File: config.mk
export PLATFORM = sky130hd
export DESIGN_NAME = sr_input_conditioner
export DESIGN_NICKNAME = d
export VERILOG_FILES = /design/src/rtl/sr_input_conditioner_pkg.sv /design/src/rtl/sr_input_conditioner_debounce_ch.sv /design/src/rtl/sr_input_conditioner.sv
export SDC_FILE = /design/constraint.sdc
export NUM_CORES = 1
export LEC_CHECK = 0
export BUFFER_PORTS_ARGS = -buffer_cell sky130_fd_sc_hd__buf_2
export CORE_MARGIN = 2
export CORE_UTILIZATION = 50
export DETAILED_ROUTE_END_ITERATION = 6
export PLACE_DENSITY = 0.67
export SYNTH_ARGS = -nofsm -noshare
export SYNTH_HDL_FRONTEND = slang
export SYNTH_SLANG_ARGS = --single-unit
File: constraint.sdc
create_clock -name clk -period 2.15 [get_ports clk]
set_clock_uncertainty 0.05 [all_clocks]
set_input_delay 0.3225 -clock clk [delete_from_list [all_inputs] [get_ports clk]]
set_output_delay 0.3225 -clock clk [all_outputs]
set_load 0.005 [all_outputs]
File: src/rtl/sr_input_conditioner_pkg.sv
// Shared constants for the SR latch input conditioner: debounce FSM encoding,
// default stability window and synchroniser depth.
package sr_cond_pkg;

  typedef enum logic [1:0] {
    ST_LOW      = 2'd0,
    ST_RISE_CHK = 2'd1,
    ST_HIGH     = 2'd2,
    ST_FALL_CHK = 2'd3
  } state_t;

  localparam int unsigned CNT_MAX_DEFAULT = 50000;
  localparam int unsigned SYNC_STAGES     = 2;

endpackage

File: src/rtl/sr_input_conditioner_debounce_ch.sv
// One button channel: 2-flop synchroniser, stability counter, debounce FSM,
// registered debounced level and a single-cycle rising-edge strobe.
module debounce_ch
  import sr_cond_pkg::*;
#(
  parameter int unsigned CNT_MAX = CNT_MAX_DEFAULT
) (
  input  logic clk,
  input  logic rst,
  input  logic i_btn,
  output logic o_db,
  output logic o_rise_c
);

  localparam int unsigned CW = $clog2(CNT_MAX + 1);

  logic [SYNC_STAGES-1:0] r_sync;
  logic [CW-1:0]          r_cnt;
  state_t                 r_state;
  state_t                 w_state_nxt;
  logic                   r_db;
  logic                   r_db_d;
  logic                   w_db_nxt;
  logic                   w_sync;
  logic                   w_differ;
  logic                   w_expire;

  always_ff @(posedge clk) begin
    if (rst) r_sync <= '0;
    else     r_sync <= {r_sync[SYNC_STAGES-2:0], i_btn};
  end

  assign w_sync   = r_sync[SYNC_STAGES-1];
  assign w_differ = (w_sync != r_db);
  assign w_expire = w_differ && (r_cnt == CW'(CNT_MAX - 1));

  // Window restarts whenever the input agrees with the debounced level again
  always_ff @(posedge clk) begin
    if (rst)                        r_cnt <= '0;
    else if (!w_differ || w_expire) r_cnt <= '0;
    else                            r_cnt <= r_cnt + CW'(1);
  end

  always_ff @(posedge clk) begin
    if (rst) begin
      r_state <= ST_LOW;
      r_db    <= 1'b0;
      r_db_d  <= 1'b0;
    end else begin
      r_state <= w_state_nxt;
      r_db    <= w_db_nxt;
      r_db_d  <= r_db;
    end
  end

  always_comb begin
    w_state_nxt = r_state;
    case (r_state)
      ST_LOW:      if (w_sync) w_state_nxt = ST_RISE_CHK;
      ST_RISE_CHK: if (!w_sync) w_state_nxt = ST_LOW;
                   else if (w_expire) w_state_nxt = ST_HIGH;
      ST_HIGH:     if (!w_sync) w_state_nxt = ST_FALL_CHK;
      ST_FALL_CHK: if (w_sync) w_state_nxt = ST_HIGH;
                   else if (w_expire) w_state_nxt = ST_LOW;
    endcase
  end

  always_comb begin
    w_db_nxt = 1'b0;
    if (w_state_nxt == ST_HIGH || w_state_nxt == ST_FALL_CHK) w_db_nxt = 1'b1;
  end

  assign o_db     = r_db;
  assign o_rise_c = r_db & ~r_db_d;

endmodule

File: src/rtl/sr_input_conditioner.sv
// Drives the SR latch s/r inputs from two raw buttons; s and r never overlap.
// Optional power-on clear pulse on r: define SR_INPUT_CONDITIONER_PWRON_CLR_EN.
module sr_input_conditioner
  import sr_cond_pkg::*;
#(
  parameter int unsigned CNT_MAX = CNT_MAX_DEFAULT
) (
  input  logic clk,
  input  logic rst,
  input  logic btn_s,
  input  logic btn_r,
  output logic s,
  output logic r,
  output logic s_db,
  output logic r_db,
  output logic conflict
);

  logic w_rise_s;
  logic w_rise_r;
  logic w_pwr_clr;

  debounce_ch #(.CNT_MAX(CNT_MAX)) u_db_s (
    .clk      (clk),
    .rst      (rst),
    .i_btn    (btn_s),
    .o_db     (s_db),
    .o_rise_c (w_rise_s)
  );

  debounce_ch #(.CNT_MAX(CNT_MAX)) u_db_r (
    .clk      (clk),
    .rst      (rst),
    .i_btn    (btn_r),
    .o_db     (r_db),
    .o_rise_c (w_rise_r)
  );

`ifdef SR_INPUT_CONDITIONER_PWRON_CLR_EN
  logic r_pwr_pend;

  // Armed throughout reset, consumed on the first cycle out of it
  always_ff @(posedge clk) begin
    if (rst) r_pwr_pend <= 1'b1;
    else     r_pwr_pend <= 1'b0;
  end

  assign w_pwr_clr = r_pwr_pend;
`else
  assign w_pwr_clr = 1'b0;
`endif

  // Simultaneous requests cancel each other and raise conflict instead
  always_ff @(posedge clk) begin
    if (rst) begin
      s        <= 1'b0;
      r        <= 1'b0;
      conflict <= 1'b0;
    end else begin
      s        <= w_rise_s & ~w_rise_r;
      r        <= (w_rise_r & ~w_rise_s) | w_pwr_clr;
      conflict <= w_rise_s & w_rise_r;
    end
  end

endmodule

Word level (Yosys, flattened, before mapping)
Index checks and enable logic that the tools add are counted.
- register bits: 47
- input bits: 4
- output and inout port bits: 5
- word-level logic and storage cells: 66
- $add $sub $neg: 2
- eq/ne operators: 14
- mux-type cells: 16
- bitwise operators: 9
- reductions and logical operators: 12
- operator list (operator ; number):
    $add A16 B1 Y16 const B ; 2
    $eq A16 B16 Y1 const B ; 2
    $mux W2 ; 12
    $eq A2 B2 Y1 const B ; 8
    $pmux W2 S4 ; 2
    $and A1 B1 Y1 ; 5
    $eq A2 B1 Y1 const B ; 2
    $logic_not A2 Y1 ; 2
    $logic_or A1 B1 Y1 ; 4
    $not A1 Y1 ; 4
    $reduce_or A2 Y1 ; 2
    $logic_and A1 B1 Y1 ; 2
    $logic_not A1 Y1 ; 2
    $mux W1 ; 2
    $ne A1 B1 Y1 ; 2

Depth between registers and ports, before layout
Gate-level depths: netlist of the first run.
- depth in word-level cells: 8
- depth in mapped cells: 6
- depth with buffers taken out: 5

By module
A second synthesis of the first run with hierarchy kept.
- cells, all modules: 210
- area total of the unflattened synthesis: 1981.9 µm²
- by module, submodules not included (module ; times used ; cells an instance ; area an instance (µm²) ; sequential area each (µm²)):
    debounce_ch ; 2 ; 102 ; 948.4 ; 420.4
    sr_input_conditioner ; 1 ; 6 ; 85.1 ; 60.1

Worst setup path after synthesis of the first run
No wires, ideal clock.
- path kind: reg2reg
- from: reg u_db_r.r_cnt[0]
- to: reg u_db_r.r_cnt[10]
- library setup time: 128 ps
- data arrival time: 1381 ps
- data required time: 1972 ps
- slack: 591 ps
- cell stages (with the launch flop): 7
- buffers on the path: 1
- clock period less this slack: 1559 ps
- cell sequence: dfxtp_1 > ha_1 > and3_2 > nand4_1 > nand2_1 > clkbuf_1 > nor2_1
- cells in the longest elaborated chain, start to end: 4
- elaborated cells between the ends (all ways): 5
- classes of those cells: add/sub (1); eq/ne (1); reduce/logical (3)
- ends and longest elaborated chain (item ; RTL line ; RTL):
    start, declared ; sr_input_conditioner_debounce_ch.sv:18 ; logic [CW-1:0] r_cnt;
    start signal, assigned ; sr_input_conditioner_debounce_ch.sv:41 ; else r_cnt <= r_cnt + CW'(1);
    branches (longest 4 deep; another with $add A16 B1 Y16) ; n/a ;
Several ways; the timed one is not identified.
A chain may end at the register's enable or synchronous reset.

Final worst setup path of the first run
- from: reg u_db_r.r_cnt[0]
- to: reg u_db_r.r_state[1]
- cells in the longest elaborated chain, start to end: 5
- elaborated cells between the ends (all ways): 7
- classes of those cells: eq/ne (1); mux (5); reduce/logical (1)
- ends and longest elaborated chain (item ; RTL line ; RTL):
    $eq A16 B16 Y1 (*) ; sr_input_conditioner_debounce_ch.sv:35 ; assign w_expire = w_differ && (r_cnt == CW'(CNT_MAX - 1));
    $logic_and A1 B1 Y1 (*) ; sr_input_conditioner_debounce_ch.sv:35 ;
    $mux W2 (on tied branches) ; sr_input_conditioner_debounce_ch.sv:64, sr_input_conditioner_debounce_ch.sv:61 ;
    $mux W2 (on tied branches) ; sr_input_conditioner_debounce_ch.sv:63, sr_input_conditioner_debounce_ch.sv:60 ;
    $pmux W2 S4 (*) ; sr_input_conditioner_debounce_ch.sv:58 ; case (r_state)
    end signal, assigned ; sr_input_conditioner_debounce_ch.sv:50 ; r_state <= w_state_nxt;
    end, declared ; sr_input_conditioner_debounce_ch.sv:19 ; state_t r_state;
Mark *: on every way between the ends. The rest lies on a longest branch, timed or not.

==> flow_metrics.env, run 1 <==
export IMPL_sum_of_negative_setup_slack_ns=0
export IMPL_detail_route_wl_per_cell_um=13.0
export IMPL_clk_pin_slew_ns=0.08
export IMPL_sw_frac_of_total_pct=21.6
export IMPL_cp_max_fo=4
export IMPL_most_frequent_cells_in_the_layout="sky130_fd_sc_hd__dfxtp_1 (47), sky130_fd_sc_hd__nor2_1 (37), sky130_fd_sc_hd__xnor2_1 (25)"
export IMPL_postCtsHoldBufs=0
export IMPL_power_static_leakage_nw=0.689
export IMPL_final_cells=275
export IMPL_yosys_top_cells_area="sky130_fd_sc_hd__dfxtp_1 (48%), sky130_fd_sc_hd__xnor2_1 (11%), sky130_fd_sc_hd__nor2_1 (7.1%)"
export IMPL_critical_path_top_delay_family="simple AND/OR/NAND/NOR gates"
export IMPL_yosysSeqAreaShare_pct=47.8
export IMPL_intPower_mw=1.17
export IMPL_timing_critical_path_to_type="flip-flop"
export IMPL_power_density_mw_per_mm2=694
export IMPL_switching_power_mw=0.321
export IMPL_grt_pass1_wl_um=6090
export IMPL_yosys_warnings=0
export IMPL_io_buffers=8
export IMPL_cts_inserted_buffers=5
export IMPL_pre_cts_slack_ns=0.395
export IMPL_vdd_ir_drop_worst_uv=479
export IMPL_unrepaired_setup_endpoints_after_global_routing="no"
export IMPL_final_number_of_setup_violating_endpoints=0
export IMPL_std_cell_rows=22
export IMPL_netlist_area_sq_mm=0.00197
export IMPL_report_final_hold_viol_count=0
export IMPL_clockRootBuffer="sky130_fd_sc_hd__clkbuf_8"
export IMPL_period_minus_slack_ns=1.77
export IMPL_cts_tree="yes"
export IMPL_number_of_antenna_violations_at_the_first_check_in_global_routing=0
export IMPL_totalWireLength_um=3570
export IMPL_worstSkewPairLatency_ns=0.29
export IMPL_final_net_count=233
export IMPL_run_status="complete, no violations"
export IMPL_crit_buf_inv=0
export IMPL_drcViolationCount=0
export IMPL_drive_above_1_share_pct=10.1
export IMPL_layout_worst_path_cycle_share_pct=82.1
export IMPL_ctsLongestPathBuffers=2
export IMPL_tightest_slew_ns=0.582
export IMPL_f_max_mhz=566
export IMPL_cts_htree_levels=2
export IMPL_dp_cells=268
export IMPL_endpoint="u_db_r.r_state[1]"
export IMPL_antenna_left=0
export IMPL_layout_commonest_cell="sky130_fd_sc_hd__dfxtp_1"
export IMPL_share_comb_of_total_power_pct=4.2
export IMPL_setup_crit_path_kind="reg2reg"
export IMPL_width_of_the_chip_um=66.8
export IMPL_worst_r2r_endpoint="u_db_r.r_state[1]"
export IMPL_netlist_cell_type_count=34
export IMPL_placed_cell_area_sq_mm=0.00206
export IMPL_reg2reg_setup_slack_ns=0.38
export IMPL_cp_data_required_time_ns=2.31
export IMPL_layout_setup_ws_ns=0.385
export IMPL_clock_power_share_pct=35.0
export IMPL_grt_pass1_vias=1512
export IMPL_setup_worst_path_start="u_db_r.r_cnt[0]"
export IMPL_core_area_sq_mm=0.00372
export IMPL_critical_path_cell_count=5
export IMPL_syn_to_final_growth_pct=8.89
export IMPL_grt_start_max_net_pins=18
export IMPL_hpwlAfterDp_um=2630
export IMPL_num_io_pins=9
export IMPL_grt_total_usage_pct=17.9
export IMPL_finalInstanceArea_sq_mm=0.00214
export IMPL_worstHoldPathType="in2reg"
export IMPL_timing_critical_path_arrival_ns=1.93
export IMPL_post_synth_cell_area_avg_sq_um=9.16
export IMPL_grt_ovfl_total=0
export IMPL_timing_critical_path_cells="ha_1 > and4_2 > nand4_1 > or3b_1 > a31oi_1"
export IMPL_critical_path_slowest_cell="sky130_fd_sc_hd__or3b_1"
export IMPL_post_cts_resize_count=0
export IMPL_cts_setup_buffers=0
export IMPL_syn_num_nets=221
export IMPL_cts_sinks=47
export IMPL_relSlewSlack_pct=61.2
export IMPL_die_height_um=66.8
export IMPL_synth_top_area_cell="sky130_fd_sc_hd__dfxtp_1"
export IMPL_cp_slowest_stage_delay_ns=0.41
export IMPL_dr_total_vias=1534
export IMPL_drt_iter0_drc=81
export IMPL_die_area_sq_mm=0.00446
export IMPL_synth_top_cell_area_share_pct=47.8
export IMPL_start_kind="flip-flop"
export IMPL_max_cap_viol_count=0
export IMPL_rr_worst_depth=5
export IMPL_dr_pass1_iters=4
export IMPL_drt_vias_per_instance=5.58
export IMPL_ys_seq_elements=47
export IMPL_gp_congestion=0.782
export IMPL_number_of_antenna_repair_diodes=0
export IMPL_floorplan_initialDensity_pct=53.0
export IMPL_pwr_share_seq_pct=60.8
export IMPL_maxSlewViolCount=0
export IMPL_synthesis_instances=215
export IMPL_rr_startpoint="u_db_r.r_cnt[0]"
[sequential cells by signal, indices dropped and copies added, names as in the netlist, 2 cells and up]
signal and count:
u_db_r.r_cnt 16, u_db_r.r_state 2, u_db_r.r_sync 2, u_db_s.r_cnt 16
u_db_s.r_state 2, u_db_s.r_sync 2
[worst min path at each step]
stage                     start               end  slack [ns]  cells after the start
6_report                  btn_r  u_db_r.r_sync[0]        0.19                      2
5_1_grt                   btn_r  u_db_r.r_sync[0]        0.19                      2
4_1_cts                   btn_r  u_db_r.r_sync[0]        0.19                      2
3_5_place_dp   u_db_s.r_sync[0]  u_db_s.r_sync[1]        0.37                      1
3_3_place_gp   u_db_s.r_sync[0]  u_db_s.r_sync[1]        0.37                      1
2_1_floorplan               rst  u_db_r.r_sync[0]        0.34                      1
[through the flow]
stage / hold slack [ns] / utilization (%) / power [mW]
final: 0.194 / 57.7 / 1.49
after global routing: 0.192 / 57.7 / 1.55
after CTS: 0.194 / 57.7 / 1.50
after detailed placement: 0.374 / 55.4 / 0.988
after global placement: 0.369 / 55.4 / 0.983
after floorplan: 0.344 / - / 0.967
[metal layers]
| metal | vias up | part of all wire (%) | track usage, % |
|---|---|---|---|
| met5 | - | 0 | 0 |
| met4 | 0 | 1.3 | 7.14 |
| met1 | 741 | 43 | 17.7 |
| met3 | 9 | 2.7 | 4.73 |
| met2 | 18 | 53 | 34.6 |
| li1 | 766 | - | - |
[worst register-to-register path: cells and delay by family (launching register included)]
family | cells | cell delay [ns]
adder cells (fa/ha/maj) | 1 | 0.24
AO/OA/AOI/OAI | 1 | 0.20
AND/OR/NAND/NOR | 3 | 0.80
flip-flops | 1 | 0.40
[synthesized netlist by cell type (all sizes together)]
library cell,n
or4,1
o31ai,1
nor3,9
and4bb,1
clkbuf,2
or3b,1
inv,9
buf,1
and4b,2
nor2b,10
nand3,11
and3,3
nand2,7
o21bai,1
mux2i,1
dfxtp,47
or2,1
nand4,10
o21ai,6
ha,2
nor2,37
a31oi,2
nand2b,2
xor2,3
nor4,10
nor4b,3
a21oi,5
and4,2
xnor2,25
[cells by family (layout without fill, tap and decap cells)]
group	count (synthesis)	in the layout	share of synthesized area, %
AO/OA/AOI/OAI	15	15	4.19
XOR/XNOR	28	28	12.5
adder cells (fa/ha/maj)	2	2	1.27
buffers and inverters	12	24	2.35
flip-flops	47	47	47.8
multiplexers	1	1	0.508
AND/OR/NAND/NOR	110	110	31.4
[area by class of cell]
type	count	area, sq um
clock inverters	1	5.00
well taps	48	60.1
fillers	342	1570
flip-flops and latches	47	941
repair buffers	8	40.0
inverters	9	33.8
clock buffers	6	82.6
multi-input cells	156	982
[power groups by stage]
stage / clock network [mW] / registers [mW] / logic, mW
finish: 0.521 / 0.906 / 0.0622
global route: 0.573 / 0.909 / 0.0709
CTS: 0.531 / 0.905 / 0.0625
detailed placement: 0 / 0.926 / 0.0621
global placement: 0 / 0.924 / 0.0587
floorplan: 0 / 0.923 / 0.0440
(Power assumes the default switching activity.)
==> run 2: changes to the inputs <==
==> constraint.sdc (replaced) <==
create_clock -name clk -period 1.65 [get_ports clk]
set_clock_uncertainty 0.05 [all_clocks]
set_input_delay 0.2475 -clock clk [delete_from_list [all_inputs] [get_ports clk]]
set_output_delay 0.2475 -clock clk [all_outputs]
set_load 0.005 [all_outputs]
==> run 2 against run 1 <==
Net effect: routed wire length increased by 7.7%; maximum frequency increased by 12%; worst setup slack got worse by 0.31 ns; core utilization increased by 5.4 points; die area unchanged; non-clock buffer count increased by 12; via count increased by 0.33%; largest cell class unchanged; power increased by 46%; highest routed layer unchanged; critical endpoint is now u_db_r.o_db; cell count increased by 4.7%.
==> flow_metrics.env, run 2 (synthesis results as in run 1) <==
export IMPL_run_status="complete, no violations"
export IMPL_unrepaired_setup_endpoints_after_global_routing="yes"
export IMPL_drcViolationCount=0
export IMPL_timing_critical_path_arrival_ns=1.76
export IMPL_number_of_antenna_violations_at_the_first_check_in_global_routing=0
export IMPL_cp_data_required_time_ns=1.84
export IMPL_ctsLongestPathBuffers=2
export IMPL_cp_max_fo=3
export IMPL_cts_tree="yes"
export IMPL_met1Wirelength_um=1690
export IMPL_highest_layer="met4"
export IMPL_std_cell_rows=22
export IMPL_detail_route_wl_per_cell_um=13.4
export IMPL_power_static_leakage_nw=0.770
export IMPL_grt_ovfl_total=0
export IMPL_syn_to_final_growth_pct=19.1
export IMPL_grt_start_max_net_pins=16
export IMPL_report_final_hold_viol_count=0
export IMPL_clockRootBuffer="sky130_fd_sc_hd__clkbuf_8"
export IMPL_detailroute_wirelength_met3_um=131
export IMPL_period_minus_slack_ns=1.57
export IMPL_gp_congestion=0.850
export IMPL_cts_htree_levels=2
export IMPL_dp_cells=277
export IMPL_start_kind="flip-flop"
export IMPL_fill_cells=315
export IMPL_layout_commonest_cell="sky130_fd_sc_hd__dfxtp_1"
export IMPL_relSlewSlack_pct=76.7
export IMPL_layout_worst_path_cycle_share_pct=95.3
export IMPL_grt_pass1_wl_um=6560
export IMPL_number_of_antenna_repair_diodes=0
export IMPL_postCtsHoldBufs=0
export IMPL_worstSkewPairLatency_ns=0.31
export IMPL_max_cap_viol_count=0
export IMPL_power_density_mw_per_mm2=930
export IMPL_dr_total_vias=1539
export IMPL_totalWireLength_um=3850
export IMPL_setup_crit_path_kind="reg2reg"
export IMPL_setup_worst_path_start="u_db_r.r_cnt[11]"
export IMPL_core_area_sq_mm=0.00372
export IMPL_final_net_count=245
export IMPL_endpoint="u_db_r.o_db"
export IMPL_f_max_mhz=636
export IMPL_vdd_ir_drop_worst_uv=839
export IMPL_tightest_slew_ns=0.349
export IMPL_die_area_sq_mm=0.00446
export IMPL_hpwlAfterDp_um=2570
export IMPL_grt_pass1_vias=1467
export IMPL_grt_total_usage_pct=19.6
export IMPL_worst_r2r_endpoint="u_db_r.o_db"
export IMPL_cts_inserted_buffers=5
export IMPL_final_number_of_setup_violating_endpoints=0
export IMPL_drive_above_1_share_pct=20.8
export IMPL_rr_startpoint="u_db_r.r_cnt[11]"
export IMPL_reg2reg_setup_slack_ns=0.08
export IMPL_cts_sinks=47
export IMPL_floorplan_initialDensity_pct=53.0
export IMPL_width_of_the_chip_um=66.8
export IMPL_final_cells=288
export IMPL_io_buffers=8
export IMPL_rr_worst_depth=4
export IMPL_met2_length_um=1980
export IMPL_die_height_um=66.8
export IMPL_whs_ns=0.0915
export IMPL_num_io_pins=9
export IMPL_drt_vias_per_instance=5.34
export IMPL_dr_pass1_iters=4
export IMPL_maxSlewViolCount=0
export IMPL_clk_pin_slew_ns=0.09
export IMPL_timing_critical_path_to_type="flip-flop"
export IMPL_drt_iter0_drc=118
export IMPL_worstHoldPathType="in2reg"
export IMPL_antenna_left=0
export IMPL_layout_top_registers="u_db_r.r_cnt: 16 flops, u_db_s.r_cnt: 16 flops"
export IMPL_most_frequent_cells_in_the_layout="sky130_fd_sc_hd__dfxtp_1 (43), sky130_fd_sc_hd__nor2_1 (37), sky130_fd_sc_hd__xnor2_1 (25)"
run 2: changes by cell type in the layout (fill, tap and decap cells not counted), moves of 2 or more:
cell | previous run | this run
sky130_fd_sc_hd__nor4_1 | 9 | 5
sky130_fd_sc_hd__dfxtp_1 | 47 | 43
sky130_fd_sc_hd__nor4_2 | 1 | 4
sky130_fd_sc_hd__buf_4 | 0 | 12
sky130_fd_sc_hd__dfxtp_2 | 0 | 4
sky130_fd_sc_hd__nor4b_1 | 3 | 1
sky130_fd_sc_hd__nor4b_2 | 0 | 2
run 2: timing repair:
item,CTS,global route
gates cloned,0,0
endpoints found under the hold margin,0,0
endpoints found under the setup margin,3,11
pin swaps,0,6
setup buffers,0,3
resized for setup,2,14
run 2: final cells by class:
class | count | area (sq um) | area share [%]
clock inverters | 2 | 38.8 | 1.65
flip-flops and latches | 47 | 946 | 40.3
well taps | 48 | 60.1 | 2.56
repair buffers | 20 | 130 | 5.55
multi-input cells | 156 | 1050 | 44.9
clock buffers | 6 | 82.6 | 3.52
inverters | 9 | 33.8 | 1.44
run 2: where the power goes:
part | switching (mW) | internal (mW)
Sequential | 0.0208 | 1.16
Clock | 0.400 | 0.498
Combinational | 0.0541 | 0.0455
run 2: how the worst min path moves through the flow:
stage / startpoint / slack, ns / cells after the start / endpoint
2_1_floorplan: rst / 0.27 / 1 / u_db_r.r_sync[0]
3_3_place_gp: u_db_r.r_sync[0] / 0.37 / 1 / u_db_r.r_sync[1]
3_5_place_dp: u_db_r.r_sync[0] / 0.38 / 1 / u_db_r.r_sync[1]
4_1_cts: btn_s / 0.09 / 2 / u_db_s.r_sync[0]
5_1_grt: btn_s / 0.12 / 2 / u_db_s.r_sync[0]
6_report: btn_s / 0.09 / 2 / u_db_s.r_sync[0]
run 2: per-stage QoR:
| stage | instance area (sq um) | utilization, % | setup TNS [ns] | power [mW] | setup WS, ns |
|---|---|---|---|---|---|
| 3_5_place_dp | 2120 | 57.2 | -0.0236 | 1.30 | -0.0127 |
| 5_1_grt | 2340 | 63.1 | -0.0485 | 2.27 | -0.0257 |
| 6_report | 2340 | 63.1 | 0 | 2.18 | 0.0780 |
| 2_1_floorplan | 1970 | - | 0 | 1.26 | 0.0912 |
| 3_3_place_gp | 2120 | 57.2 | 0 | 1.30 | 0.0854 |
| 4_1_cts | 2250 | 60.7 | 0 | 2.19 | 0.00180 |
run 2: per-layer routing:
| layer | up-vias | GRT usage, % |
|---|---|---|
| met4 | 0 | 6.12 |
| met3 | 4 | 6.59 |
| met1 | 724 | 23.8 |
| met2 | 21 | 32.5 |
| li1 | 790 | - |
| met5 | - | 0 |
run 2: worst max-delay path, cell delays in order (launching register included):
cell and delay [ns]:
sky130_fd_sc_hd__dfxtp_1 0.35, sky130_fd_sc_hd__nor4_4 0.34, sky130_fd_sc_hd__nand4_1 0.18, sky130_fd_sc_hd__or3b_1 0.43, sky130_fd_sc_hd__a31oi_1 0.17
==> run 3: changes to the inputs <==
--- a/config.mk
+++ b/config.mk
@@ -5,6 +5,7 @@
 export SDC_FILE = /design/constraint.sdc
 export NUM_CORES = 1
 export LEC_CHECK = 0
+export ABC_AREA = 1
 export BUFFER_PORTS_ARGS = -buffer_cell sky130_fd_sc_hd__buf_2
 export CORE_MARGIN = 2
 export CORE_UTILIZATION = 50
==> run 3 against run 2 <==
Net effect: clock power fell by 3.3%; non-clock buffer count decreased by 11; worst setup slack improved by 0.12 ns; critical path type unchanged; via count is 6.6% higher; cell count grew 17%; die area is 6.9% higher; maximum frequency is 8.3% higher; core utilization decreased by 5.4 points.
==> flow_metrics.env, run 3 <==
export IMPL_met1Wirelength_um=1800
export IMPL_yosysSeqAreaShare_pct=44.5
export IMPL_antenna_left=0
export IMPL_cp_max_fo=16
export IMPL_clockRootBuffer="sky130_fd_sc_hd__clkbuf_8"
export IMPL_async_flop_share_pct=0
export IMPL_area_taken_by_multi_input_logic_gates_sq_mm=0.00102
export IMPL_drcViolationCount=0
export IMPL_core_area_sq_mm=0.00403
export IMPL_cts_inserted_buffers=5
export IMPL_timing_critical_path_to_type="flip-flop"
export IMPL_report_final_hold_viol_count=0
export IMPL_synth_top_area_cell="sky130_fd_sc_hd__dfxtp_1"
export IMPL_grt_pass1_vias=1590
export IMPL_cp_data_required_time_ns=1.78
export IMPL_number_of_antenna_violations_at_the_first_check_in_global_routing=0
export IMPL_most_frequent_cells_in_the_layout="sky130_fd_sc_hd__nor2_1 (54), sky130_fd_sc_hd__dfxtp_1 (47), sky130_fd_sc_hd__nand2_1 (42)"
export IMPL_timing_critical_path_arrival_ns=1.59
export IMPL_post_synth_cell_area_avg_sq_um=7.72
export IMPL_drt_iter0_drc=75
export IMPL_clk_pin_slew_ns=0.08
export IMPL_dr_pass1_iters=4
export IMPL_synth_simple_gate_area_share_pct=35.6
export IMPL_final_number_of_setup_violating_endpoints=0
export IMPL_synth_compound_gate_area_share_pct=5.03
export IMPL_gp_congestion=0.902
export IMPL_f_max_mhz=689
export IMPL_grt_pass1_wl_um=6510
export IMPL_period_minus_slack_ns=1.45
export IMPL_fill_cells=379
export IMPL_yosys_top_cells_area="sky130_fd_sc_hd__dfxtp_1 (44%), sky130_fd_sc_hd__nor2_1 (9.6%), sky130_fd_sc_hd__nand2_1 (7.5%)"
export IMPL_synthesis_instances=274
export IMPL_unrepaired_setup_endpoints_after_global_routing="no"
export IMPL_netlist_area_sq_mm=0.00211
export IMPL_final_net_count=293
export IMPL_hpwlAfterDp_um=2630
export IMPL_drive_above_1_share_pct=12.8
export IMPL_whs_ns=0.0958
export IMPL_cts_htree_levels=2
export IMPL_ys_seq_elements=47
export IMPL_met2_length_um=1560
export IMPL_worstSkewPairLatency_ns=0.30
export IMPL_tightest_slew_ns=0.342
export IMPL_highest_layer="met4"
export IMPL_cts_sinks=47
export IMPL_yosys_warnings=0
export IMPL_totalWireLength_um=3520
export IMPL_worstHoldPathType="in2reg"
export IMPL_cts_tree="yes"
export IMPL_register_area_sq_um=941
export IMPL_start_kind="flip-flop"
export IMPL_maxSlewViolCount=0
export IMPL_std_cell_rows=23
export IMPL_synth_most_common_cell="sky130_fd_sc_hd__nor2_1"
export IMPL_synth_common_cells="sky130_fd_sc_hd__nor2_1 (54), sky130_fd_sc_hd__dfxtp_1 (47), sky130_fd_sc_hd__nand2_1 (42)"
export IMPL_cts_setup_buffers=0
export IMPL_max_cap_viol_count=0
export IMPL_synth_top_cell_area_share_pct=44.5
export IMPL_detail_route_wl_per_cell_um=10.4
export IMPL_post_synth_edffs=0
export IMPL_synth_adder_area_share_pct=1.18
export IMPL_vdd_ir_drop_worst_uv=649
export IMPL_floorplan_initialDensity_pct=52.5
export IMPL_synth_xor_area_share_pct=6.21
export IMPL_muxShareOfSynthArea_pct=0
export IMPL_setup_crit_path_kind="reg2reg"
export IMPL_power_static_leakage_nw=0.831
export IMPL_netlist_cell_type_count=29
export IMPL_die_area_sq_mm=0.00477
export IMPL_io_buffers=8
export IMPL_grt_start_max_net_pins=17
export IMPL_synth_top_family_by_area="simple AND/OR/NAND/NOR gates"
export IMPL_grt_total_usage_pct=16.5
export IMPL_relSlewSlack_pct=77.1
export IMPL_layout_worst_path_cycle_share_pct=88.0
export IMPL_ys_flop_type="sky130_fd_sc_hd__dfxtp_1"
export IMPL_power_density_mw_per_mm2=880
export IMPL_detailroute_wirelength_met3_um=85
export IMPL_die_height_um=69.0
export IMPL_run_status="complete, no violations"
export IMPL_drt_vias_per_instance=4.85
export IMPL_sum_of_negative_setup_slack_ns=0
export IMPL_ctsLongestPathBuffers=2
export IMPL_syn_num_nets=280
export IMPL_width_of_the_chip_um=69.0
export IMPL_num_io_pins=9
export IMPL_number_of_antenna_repair_diodes=0
export IMPL_layout_commonest_cell="sky130_fd_sc_hd__nor2_1"
export IMPL_grt_ovfl_total=0
export IMPL_dr_total_vias=1640
export IMPL_syn_to_final_growth_pct=9.88
export IMPL_layout_top_registers="u_db_r.r_cnt: 16 flops, u_db_s.r_cnt: 16 flops"
[run 3: changes by cell type in the layout (fill, tap and decap cells not counted), moves of 6 or more]
cell / before / now
sky130_fd_sc_hd__a21oi_1: 4 / 16
sky130_fd_sc_hd__nor2_1: 37 / 54
sky130_fd_sc_hd__nand3_1: 9 / 15
sky130_fd_sc_hd__xnor2_1: 25 / 3
sky130_fd_sc_hd__nor2b_1: 10 / 0
sky130_fd_sc_hd__nand2_1: 7 / 42
sky130_fd_sc_hd__inv_1: 9 / 33
sky130_fd_sc_hd__xor2_1: 3 / 12
sky130_fd_sc_hd__buf_4: 12 / 1
[run 3: area by class of cell]
cell class / count / share of cell area (%)
clock inverters: 2 / 1.51
clock buffers: 6 / 3.55
multi-input cells: 189 / 44.0
well taps: 50 / 2.69
inverters: 35 / 5.65
flip-flops and latches: 47 / 40.5
repair buffers: 9 / 2.05
[run 3: logic make-up after synthesis]
| group | Yosys count |
|---|---|
| XOR/XNOR | 15 |
| flip-flops | 47 |
| AND/OR/NAND/NOR | 152 |
| AO/OA/AOI/OAI | 20 |
| adder cells (fa/ha/maj) | 2 |
| buffers and inverters | 38 |
[run 3: routing by layer]
| layer | GRT usage (%) | up-vias |
|---|---|---|
| met1 | 20.2 | 724 |
| met4 | 7.84 | 0 |
| met3 | 3.95 | 5 |
| li1 | - | 897 |
| met5 | 0 | - |
| met2 | 27.2 | 14 |
[run 3: critical path, cell delays in order (launching register included)]
cell	delay (ns)
sky130_fd_sc_hd__dfxtp_1	0.37
sky130_fd_sc_hd__ha_1	0.20
sky130_fd_sc_hd__nand2_2	0.09
sky130_fd_sc_hd__inv_2	0.07
sky130_fd_sc_hd__nand2_2	0.05
sky130_fd_sc_hd__nor2_2	0.12
sky130_fd_sc_hd__nand3_2	0.13
sky130_fd_sc_hd__nand3_4	0.18
sky130_fd_sc_hd__a21oi_1	0.07
[run 3: timing repair]
action | 4_1_cts | 5_1_grt
hold endpoints to repair | 0 | 0
endpoints found under the setup margin | 0 | 12
gates resized for setup | 0 | 1
hold buffers | 0 | 0
[run 3: metrics by stage]
stage	power [mW]	std cells	instance area (sq um)	utilization, %	worst slack [ns]
3_3_place_gp	1.20	330	2200	54.6	0.193
3_5_place_dp	1.20	330	2200	54.6	0.142
5_1_grt	2.12	338	2320	57.7	0.0377
6_report	2.04	338	2320	57.7	0.198
2_1_floorplan	1.19	274	2110	-	0.273
4_1_cts	2.08	338	2320	57.5	0.123
[run 3: final timing paths]
path / slack, ns / cells after the start / to / start
max: 0.20 / 8 / u_db_r.r_cnt[14] / u_db_r.r_cnt[0]
min: 0.1 / 3 / u_db_s.r_sync[0] / btn_s
max reg2reg: 0.20 / 8 / u_db_r.r_cnt[14] / u_db_r.r_cnt[0]
min reg2reg: 0.36 / 2 / u_db_s.r_sync[1] / u_db_s.r_sync[0]
[run 3: report_power, final]
group	leakage (nW)	switching, mW	internal [mW]	total (mW)
sequential	0.380	0.00392	1.14	1.14
clock	0.0612	0.379	0.490	0.869
combinational	0.391	0.0205	0.0112	0.0316
total	0.831	0.403	1.64	2.04
